**config.mk**
```make
export PLATFORM = sky130hd
export DESIGN_NAME = tx_iq_ctrl_flat
export DESIGN_NICKNAME = d
export VERILOG_FILES = /design/src/rtl/tx_intf_pkg.sv /design/src/rtl/tx_iq_ctrl_if.sv /design/src/rtl/tx_iq_ctrl.sv /design/src/flat_wrapper.sv
export SDC_FILE = /design/constraint.sdc
export NUM_CORES = 1
export LEC_CHECK = 0
export ABC_AREA = 0
export BUFFER_PORTS_ARGS = -buffer_cell sky130_fd_sc_hd__buf_2
export CORE_UTILIZATION = 45
export DETAILED_ROUTE_END_ITERATION = 6
export HOLD_SLACK_MARGIN = 0.12
export PLACE_DENSITY = 0.85
export REMOVE_ABC_BUFFERS = 1
export SYNTH_ARGS = -nofsm -noshare
export SYNTH_HDL_FRONTEND = slang
export SYNTH_SLANG_ARGS = --single-unit
```
**constraint.sdc**
```tcl
create_clock -name clk -period 2.1 [get_ports clk]
set_input_delay 0.21 -clock clk [delete_from_list [all_inputs] [get_ports clk]]
set_output_delay 0.21 -clock clk [all_outputs]
set_load 0.1 [all_outputs]
```
**src/rtl/tx_intf_pkg.sv**
```systemverilog
// Shared definitions for the TX I/Q control path: FSM encodings and underrun counter sizing.
package tx_intf_pkg;

    localparam int unsigned UnderrunCntWidth = 16;

    typedef enum logic [2:0] {
        StIdle    = 3'd0,
        StPrefill = 3'd1,
        StStream  = 3'd2,
        StFlush   = 3'd3,
        StSettle  = 3'd4
    } ctrl_state_e;

    function automatic logic [UnderrunCntWidth-1:0] underrun_sat_inc(
        input logic [UnderrunCntWidth-1:0] val
    );
        return (&val) ? val : val + 1'b1;
    endfunction

endpackage

```
**src/rtl/tx_iq_ctrl_if.sv**
```systemverilog
// I/Q FIFO / packet handshake bundle between the TX controller and the datapath.
interface tx_iq_ctrl_if #(
    parameter int unsigned CNT_WIDTH = 11
) ();

    logic                 pkt_start;
    logic                 pkt_end;
    logic [CNT_WIDTH-1:0] fifo_data_count;
    logic                 fifo_empty;
    logic                 wifi_iq_ready;
    logic                 fifo_rden_gate;
    logic                 fifo_flush;
    logic                 tx_hold;
    logic                 tx_active;
    logic                 tx_done;

    // Controller side.
    modport master (
        input  pkt_start, pkt_end, fifo_data_count, fifo_empty, wifi_iq_ready,
        output fifo_rden_gate, fifo_flush, tx_hold, tx_active, tx_done
    );

    // Datapath / tx core side.
    modport slave (
        output pkt_start, pkt_end, fifo_data_count, fifo_empty, wifi_iq_ready,
        input  fifo_rden_gate, fifo_flush, tx_hold, tx_active, tx_done
    );

endinterface

```
**src/rtl/tx_iq_ctrl.sv**
```systemverilog
// TX I/Q FIFO controller: prefill, stream, source-switch flush/settle and underrun counting.
// Define TX_IQ_CTRL_UNDERRUN_CNT_EN to build the saturating underrun counter.
module tx_iq_ctrl
    import tx_intf_pkg::*;
#(
    parameter int unsigned CNT_WIDTH    = 11,
    parameter int unsigned FLUSH_CYCLES = 4
) (
    input  logic                        clk,
    input  logic                        rst,
    input  logic                        i_src_sel_req,
    input  logic [CNT_WIDTH-1:0]        i_prefill_threshold,
    input  logic [CNT_WIDTH-1:0]        i_tx_hold_threshold,
    tx_iq_ctrl_if.master                io_iq,
    output logic                        o_src_sel,
    output logic [UnderrunCntWidth-1:0] o_underrun_cnt,
    output logic [2:0]                  o_ctrl_state
);

    localparam int unsigned SettleW = (FLUSH_CYCLES > 1) ? $clog2(FLUSH_CYCLES) : 1;
    localparam logic [SettleW-1:0] SettleLast = SettleW'(FLUSH_CYCLES - 1);

    ctrl_state_e        r_state;
    ctrl_state_e        w_state_nxt;
    logic               r_end_seen;
    logic               w_end_seen;
    logic               w_done;
    logic [SettleW-1:0] r_settle_cnt;
    logic               r_src_sel;
    logic               r_rden_gate;
    logic               r_flush;
    logic               r_tx_hold;
    logic               r_tx_active;
    logic               r_tx_done;

    always_comb begin
        // A same-cycle pkt_end counts as already seen while a packet is in flight.
        w_end_seen  = r_end_seen |
                      (io_iq.pkt_end & ((r_state == StPrefill) | (r_state == StStream)));
        w_state_nxt = r_state;
        w_done      = 1'b0;
        case (r_state)
            StIdle: begin
                if (io_iq.pkt_start) begin
                    w_state_nxt = StPrefill;
                end else if (i_src_sel_req != r_src_sel) begin
                    w_state_nxt = StFlush;
                end
            end
            StPrefill: begin
                if ((io_iq.fifo_data_count >= i_prefill_threshold) || w_end_seen) begin
                    w_state_nxt = StStream;
                end
            end
            StStream: begin
                if (w_end_seen && io_iq.fifo_empty) begin
                    w_state_nxt = StIdle;
                    w_done      = 1'b1;
                end
            end
            StFlush:  w_state_nxt = StSettle;
            StSettle: begin
                if (r_settle_cnt == SettleLast) begin
                    w_state_nxt = StIdle;
                end
            end
            default:  w_state_nxt = StIdle;
        endcase
    end

    always_ff @(posedge clk or posedge rst) begin
        if (rst) begin
            r_state      <= StIdle;
            r_end_seen   <= 1'b0;
            r_settle_cnt <= '0;
            r_src_sel    <= 1'b0;
            r_rden_gate  <= 1'b0;
            r_flush      <= 1'b0;
            r_tx_hold    <= 1'b0;
            r_tx_active  <= 1'b0;
            r_tx_done    <= 1'b0;
        end else begin
            r_state      <= w_state_nxt;
            r_end_seen   <= (w_state_nxt != StIdle) &
                            (w_end_seen | ((r_state == StIdle) & io_iq.pkt_start & io_iq.pkt_end));
            r_settle_cnt <= (r_state == StSettle) ? r_settle_cnt + 1'b1 : '0;
            if (r_state == StFlush) begin
                r_src_sel <= i_src_sel_req;
            end
            // Outputs are registered from the next state so they line up with o_ctrl_state.
            r_rden_gate  <= (w_state_nxt == StStream) & ~r_src_sel;
            r_flush      <= (w_state_nxt == StFlush);
            r_tx_active  <= (w_state_nxt == StPrefill) | (w_state_nxt == StStream);
            r_tx_done    <= w_done;
            r_tx_hold    <= (io_iq.fifo_data_count > i_tx_hold_threshold) |
                            (w_state_nxt == StFlush) | (w_state_nxt == StSettle);
        end
    end

`ifdef TX_IQ_CTRL_UNDERRUN_CNT_EN
    logic                        w_underrun;
    logic [UnderrunCntWidth-1:0] r_underrun_cnt;

    assign w_underrun = (r_state == StStream) & io_iq.wifi_iq_ready & io_iq.fifo_empty &
                        ~w_end_seen;

    always_ff @(posedge clk or posedge rst) begin
        if (rst) begin
            r_underrun_cnt <= '0;
        end else if (w_underrun) begin
            r_underrun_cnt <= underrun_sat_inc(r_underrun_cnt);
        end
    end

    assign o_underrun_cnt = r_underrun_cnt;
`else
    assign o_underrun_cnt = '0;
`endif

    assign io_iq.fifo_rden_gate = r_rden_gate;
    assign io_iq.fifo_flush     = r_flush;
    assign io_iq.tx_hold        = r_tx_hold;
    assign io_iq.tx_active      = r_tx_active;
    assign io_iq.tx_done        = r_tx_done;
    assign o_src_sel            = r_src_sel;
    assign o_ctrl_state         = r_state;

endmodule

```
**src/flat_wrapper.sv**
```systemverilog
// flat-port wrapper written by rule: the top's interface ports become plain ports
module tx_iq_ctrl_flat import tx_intf_pkg::*;
#(
    parameter int unsigned CNT_WIDTH    = 11,
    parameter int unsigned FLUSH_CYCLES = 4
)
  (clk, rst, i_src_sel_req, i_prefill_threshold, i_tx_hold_threshold, o_src_sel, o_underrun_cnt, o_ctrl_state, io_iq_pkt_start, io_iq_pkt_end, io_iq_fifo_data_count, io_iq_fifo_empty, io_iq_wifi_iq_ready, io_iq_fifo_rden_gate, io_iq_fifo_flush, io_iq_tx_hold, io_iq_tx_active, io_iq_tx_done);
  tx_iq_ctrl_if #(.CNT_WIDTH(CNT_WIDTH)) io_iq_i ();
  input  logic clk;
  input  logic rst;
  input  logic i_src_sel_req;
  input  logic [CNT_WIDTH-1:0] i_prefill_threshold;
  input  logic [CNT_WIDTH-1:0] i_tx_hold_threshold;
  output logic o_src_sel;
  output logic [UnderrunCntWidth-1:0] o_underrun_cnt;
  output logic [2:0] o_ctrl_state;
  input wire logic [$bits(io_iq_i.pkt_start)-1:0] io_iq_pkt_start;
  input wire logic [$bits(io_iq_i.pkt_end)-1:0] io_iq_pkt_end;
  input wire logic [$bits(io_iq_i.fifo_data_count)-1:0] io_iq_fifo_data_count;
  input wire logic [$bits(io_iq_i.fifo_empty)-1:0] io_iq_fifo_empty;
  input wire logic [$bits(io_iq_i.wifi_iq_ready)-1:0] io_iq_wifi_iq_ready;
  output wire logic [$bits(io_iq_i.fifo_rden_gate)-1:0] io_iq_fifo_rden_gate;
  output wire logic [$bits(io_iq_i.fifo_flush)-1:0] io_iq_fifo_flush;
  output wire logic [$bits(io_iq_i.tx_hold)-1:0] io_iq_tx_hold;
  output wire logic [$bits(io_iq_i.tx_active)-1:0] io_iq_tx_active;
  output wire logic [$bits(io_iq_i.tx_done)-1:0] io_iq_tx_done;
  assign io_iq_i.pkt_start = io_iq_pkt_start;
  assign io_iq_i.pkt_end = io_iq_pkt_end;
  assign io_iq_i.fifo_data_count = io_iq_fifo_data_count;
  assign io_iq_i.fifo_empty = io_iq_fifo_empty;
  assign io_iq_i.wifi_iq_ready = io_iq_wifi_iq_ready;
  assign io_iq_fifo_rden_gate = io_iq_i.fifo_rden_gate;
  assign io_iq_fifo_flush = io_iq_i.fifo_flush;
  assign io_iq_tx_hold = io_iq_i.tx_hold;
  assign io_iq_tx_active = io_iq_i.tx_active;
  assign io_iq_tx_done = io_iq_i.tx_done;
  tx_iq_ctrl #(.CNT_WIDTH(CNT_WIDTH), .FLUSH_CYCLES(FLUSH_CYCLES)) u_core (.clk(clk), .rst(rst), .i_src_sel_req(i_src_sel_req), .i_prefill_threshold(i_prefill_threshold), .i_tx_hold_threshold(i_tx_hold_threshold), .io_iq(io_iq_i), .o_src_sel(o_src_sel), .o_underrun_cnt(o_underrun_cnt), .o_ctrl_state(o_ctrl_state));
endmodule
```
* Yosys cells after proc, flatten, opt, wreduce, memory -nomap -nowiden *
Index checks and enable logic that the tools add are counted.

operators by class
  add/subtract/negate cells = 1
  $lt $le $gt $ge = 2
  equal/unequal tests = 10
  multiplexer cells = 9
  bitwise operators = 12
  reductions and logical operators = 4

operator list
  operator                                             number
  2-to-1 mux 3 bit                                     5
  one-hot mux 3 bit (5 select lines)                   1
  equality test 3 x 2 -> 1 bit, second input constant  4
  >= comparator 11 bit                                 1
  > comparator 11 bit                                  1
  equality test 3 x 1 -> 1 bit, second input constant  2
  equality test 3 bit, second input constant           2
  OR 1 bit                                             6
  bitwise AND 1 bit                                    5
  logical NOT 3 bit                                    1
  nonzero test 3 bit                                   1
  adder 2 x 1 -> 2 bit, second input constant          1
  equality test 2 bit, second input constant           1
  2-to-1 mux 1 bit                                     2
  2-to-1 mux 2 bit                                     1
  logical AND 1 bit                                    1
  logical OR 1 bit                                     1
  inequality test 1 bit                                1
  inverter 1 bit                                       1

word-level totals
  register bits = 12
  input port bits = 40
  output and inout bits = 25

* Depth between registers and ports, before layout *
  depth in word-level cells = 10
  gate-level depth with buffers = 7

* Least setup slack after synthesis *
No wires, ideal clock.

  kind = reg2reg
  from = register u_core.r_state[0] (netlist: u_core.o_ctrl_state[0])
  to = register u_core.r_state[1] (netlist: u_core.o_ctrl_state[1])
  setup time = 126 ps
  arrival time = 1,991 ps
  slack = -17 ps
  cell stages (with the launch flop) = 7
  buffers on the path = 1
  cell sequence = dfrtp_1 -> buf_4 -> xor2_1 -> a21oi_1 -> nor3b_2 -> o21ai_1 -> a221o_1

between the ends
  word-level cells in the longest chain between the ends = 7

ends and longest elaborated chain
  element                                                                              RTL line                            source
  from (decl)                                                                          tx_iq_ctrl.sv:23                    ctrl_state_e r_state;
  from (signal assigned)                                                               tx_iq_ctrl.sv:73                    r_state <= StIdle;
  from (signal assigned)                                                               tx_iq_ctrl.sv:83                    r_state <= w_state_nxt;
  equality test 3 x 1 -> 1 bit / equality test 3 x 2 -> 1 bit (equally long branches)  tx_iq_ctrl.sv:39, tx_iq_ctrl.sv:42
  OR 1 bit                                                                             tx_iq_ctrl.sv:39                    (io_iq.pkt_end & ((r_state == StPrefill) | (r_state == StStream)));
  bitwise AND 1 bit                                                                    tx_iq_ctrl.sv:39
  OR 1 bit                                                                             tx_iq_ctrl.sv:38                    w_end_seen = r_end_seen |
  logical AND 1 bit / logical OR 1 bit (equally long branches)                         tx_iq_ctrl.sv:56, tx_iq_ctrl.sv:51
  2-to-1 mux 3 bit (on tied branches)                                                  tx_iq_ctrl.sv:56, tx_iq_ctrl.sv:51
  one-hot mux 3 bit (5 select lines) *                                                 tx_iq_ctrl.sv:42                    case (r_state)
  net u_core.w_state_nxt[1]                                                            tx_iq_ctrl.sv:24                    ctrl_state_e w_state_nxt;

Mark *: on every way through the listed nets, which the timed path passes. The rest lies on a longest branch.
A chain may end at the register's enable or synchronous reset.

* Worst setup path in the final report *
  from = register u_core.r_state[1] (netlist: u_core.o_ctrl_state[1])
  to = register u_core.r_state[1] (netlist: u_core.o_ctrl_state[1])

The elaborated chain is that of the path after synthesis.

==> qor.yml <==
status: "finished clean"
worstPathMaxFanout: 11
totalWireLength_um: 2341
power.internal_uw: 684.9
ys_ff_latch: 12
worstSetupPathType: "reg2reg"
synth-edff-count: 0
dieArea_um2: 2932
io_buffers: 47
max-vdd-ir-drop_v: 0.001322
post-cts-setup-buffers: 0
min_to: "u_core.io_iq.tx_done$_DFF_PP0_"
place_hpwl_um: 2074
fillCellCount: 254
post_drt_wl_per_cell_um: 10.27
comb_power_share: 0.663
crit_family: "compound AO/OA/AOI/OAI gates"
synth_cells: 149
die_h_um: 54.15
drt_iter0_markers: 7
reg2reg_to: "u_core.o_ctrl_state[1]$_DFF_PP0_"
startpoint_type: "flip-flop"
finClkSkew_ps: 4.707
path_cells: "xor2_1 -> a21oi_1 -> nor3b_2 -> o21ai_1 -> a221o_1"
ys_warn_count: 0
cts_root_buffer: "clkbuf_4"
met1_length_um: 901
cts_tree: "done"
top_layer: "met4"
syn_avg_cell_area_um2: 8.213
initial_core_util: 0.4851
leakage_nw: 0.8624
vias: 1104
first_pass_iters: 4
r2r_start: "u_core.o_ctrl_state[1]$_DFF_PP0_"
clk_latency_ps: 280
row_count: 18
switching_share: 0.6155
cp.arrival_ps: 1840
synth_cell_type_count: 30
drive_gt1_frac: 0.2727
grt_setup_unrepaired: "false"
clock_tree.buffer_depth: 2
synth_common_cells: "inv_1, ha_1, buf_4"
core_area_um2: 2522
cap_violations: 0
cts_htree_levels: 1
dieWidth_um: 54.15
cts_buffers: 3
finalSetupViolCount: 0
critical_path.max_stage_delay_ps: 500
io_pins: 65
hold_viol_final: 0
synth_top_area_cell: "dfrtp_1"
fin_tns_setup_ps: 0
place_ws_ps: 395.3
clkSinkCount: 12
p_sw_mw: 1.097
reg2regPathDepth: 5
r2r_slack_ps: 420
path_buf_inv: 0
startpoint: "u_core.o_ctrl_state[1]$_DFF_PP0_"
finalMaxSlewViolations: 0
gp_congestion: 0.7987
grt_antenna_before_repair: 0
grt_start_max_net_pins: 13
synthesis.area_um2: 1224
hold_path_depth: 3
post_drt_via_cell_ratio: 4.842
fin_crit_sh: 0.7976
setup_slack_ps: 425.0
syn2layout_area_growth_pct: 19.33
wl_met2_um: 1229
grt_remaining_overflow: 0
synth_ff_type: "dfrtp_1"
drcViolationCount: 0
synth_top_area_frac: 0.2454
seqPwrFrac: 0.232
grt_first_pass_wirelength_um: 3560
hold_class: "in2reg"
clkPwrFrac: 0.105
antenna_cells: 0
ant_nets: 0
async_flop_share: 1.000
critPathSlowestCell: "dfrtp_1"
grt_pass1_vias: 931
post-route-min-period_ps: 1675
max_freq_ghz: 0.5970
synth.top_cells.by_area: "dfrtp_1, ha_1, buf_4"
path_clk_slew_ps: 80
synth.most_common_cell: "inv_1"
hp-start: "io_iq_fifo_empty"
required_ps: 2270
end_kind: "flip-flop"
wl_met3_um: 172
power_density_nw_per_um2: 1220
grt_usage: 0.1686
nets: 262
ys_seq_area_frac: 0.2454
layer usage:
layer	vias up	track usage
li1	570	-
met1	486	0.1705
met2	41	0.3252
met3	7	0.03107
met4	0	0.07692
met5	-	0
cells by family after synthesis:
group	Yosys count	synth area share
multiplexers	1	0.009202
flip-flops	12	0.2454
buffers and inverters	43	0.1902
AO/OA/AOI/OAI	30	0.1411
XOR/XNOR	2	0.01432
adder cells (fa/ha/maj)	23	0.2352
other	1	0.003065
AND/OR/NAND/NOR	37	0.1616
timing repair:
action | CTS | global route
hold buffers | 1 | 0
gates resized for setup | 0 | 0
hold endpoints to repair | 12 | 0
flip-flops by register name, indices dropped and copies added (netlist names):
| signal | flops |
|---|---|
| u_core.io_iq.tx_active | 1 |
| u_core.io_iq.tx_hold | 1 |
| u_core.r_settle_cnt | 2 |
| u_core.o_ctrl_state | 3 |
| u_core.io_iq.fifo_flush | 1 |
| u_core.io_iq.tx_done | 1 |
| u_core.r_end_seen | 1 |
| u_core.io_iq.fifo_rden_gate | 1 |
| u_core.o_src_sel | 1 |
how the worst max path moves through the flow:
stage | to | slack (ps) | depth (start not counted)
after floorplan | u_core.o_ctrl_state[1]$_DFF_PP0_ | 20 | 5
after global placement | u_core.o_ctrl_state[1]$_DFF_PP0_ | 420 | 7
after detailed placement | u_core.o_ctrl_state[1]$_DFF_PP0_ | 400 | 7
after CTS | u_core.o_ctrl_state[1]$_DFF_PP0_ | 430 | 5
after global routing | u_core.o_ctrl_state[1]$_DFF_PP0_ | 300 | 5
final | u_core.o_ctrl_state[1]$_DFF_PP0_ | 420 | 5
worst register-to-register path: cells and delay by family (launching register included):
family	cells	cell delay, ps
and+or+nand+nor	1	210
DFF	1	500
AOI/OAI and AO/OA	3	640
xor gates and xnor gates	1	210
power groups by stage:
stage	Sequential (mW)	Clock, mW	Combinational, mW
after detailed placement	0.417	0	1.18
after global routing	0.428	0.202	1.27
final	0.413	0.187	1.18
after floorplan	0.935	0	0.456
after global placement	0.411	0	1.16
after CTS	0.412	0.187	1.19
placed cells by master, fill, tap and decap left out, types with 3 or more instances in the layout:
cell and n:
buf_2 47, inv_1 25, ha_1 23, conb_1 16, dfrtp_1 12, a21oi_1 11, nor2_1 10, o21ai_0 9
nand2_1 8, nor2b_1 3, nand4_1 3, nor3b_1 3, o211ai_1 3, clkbuf_4 3
area by class of cell:
type	count	area (µm²)	share of cell area
timing repair buffer	48	245.2	0.1680
tap	30	37.54	0.02571
clock buffer	4	36.28	0.02485
multi-input combinational	109	747.0	0.5116
inverter	25	93.84	0.06427
sequential	12	300.3	0.2057
per-stage QoR:
| stage | hold WS, ps | cell area [µm²] | cells | power (mW) | utilization |
|---|---|---|---|---|---|
| finish | 141.0 | 1460 | 228 | 1.781 | 0.5789 |
| global route | 153.2 | 1460 | 228 | 1.898 | 0.5789 |
| CTS | 140.6 | 1460 | 228 | 1.786 | 0.5789 |
| detailed placement | 242.6 | 1414 | 223 | 1.601 | 0.5605 |
| global placement | 225.5 | 1414 | 223 | 1.575 | 0.5605 |
| floorplan | 74.70 | 1141 | 146 | 1.391 | - |
Note: power is estimated with default switching activity, not from simulation.
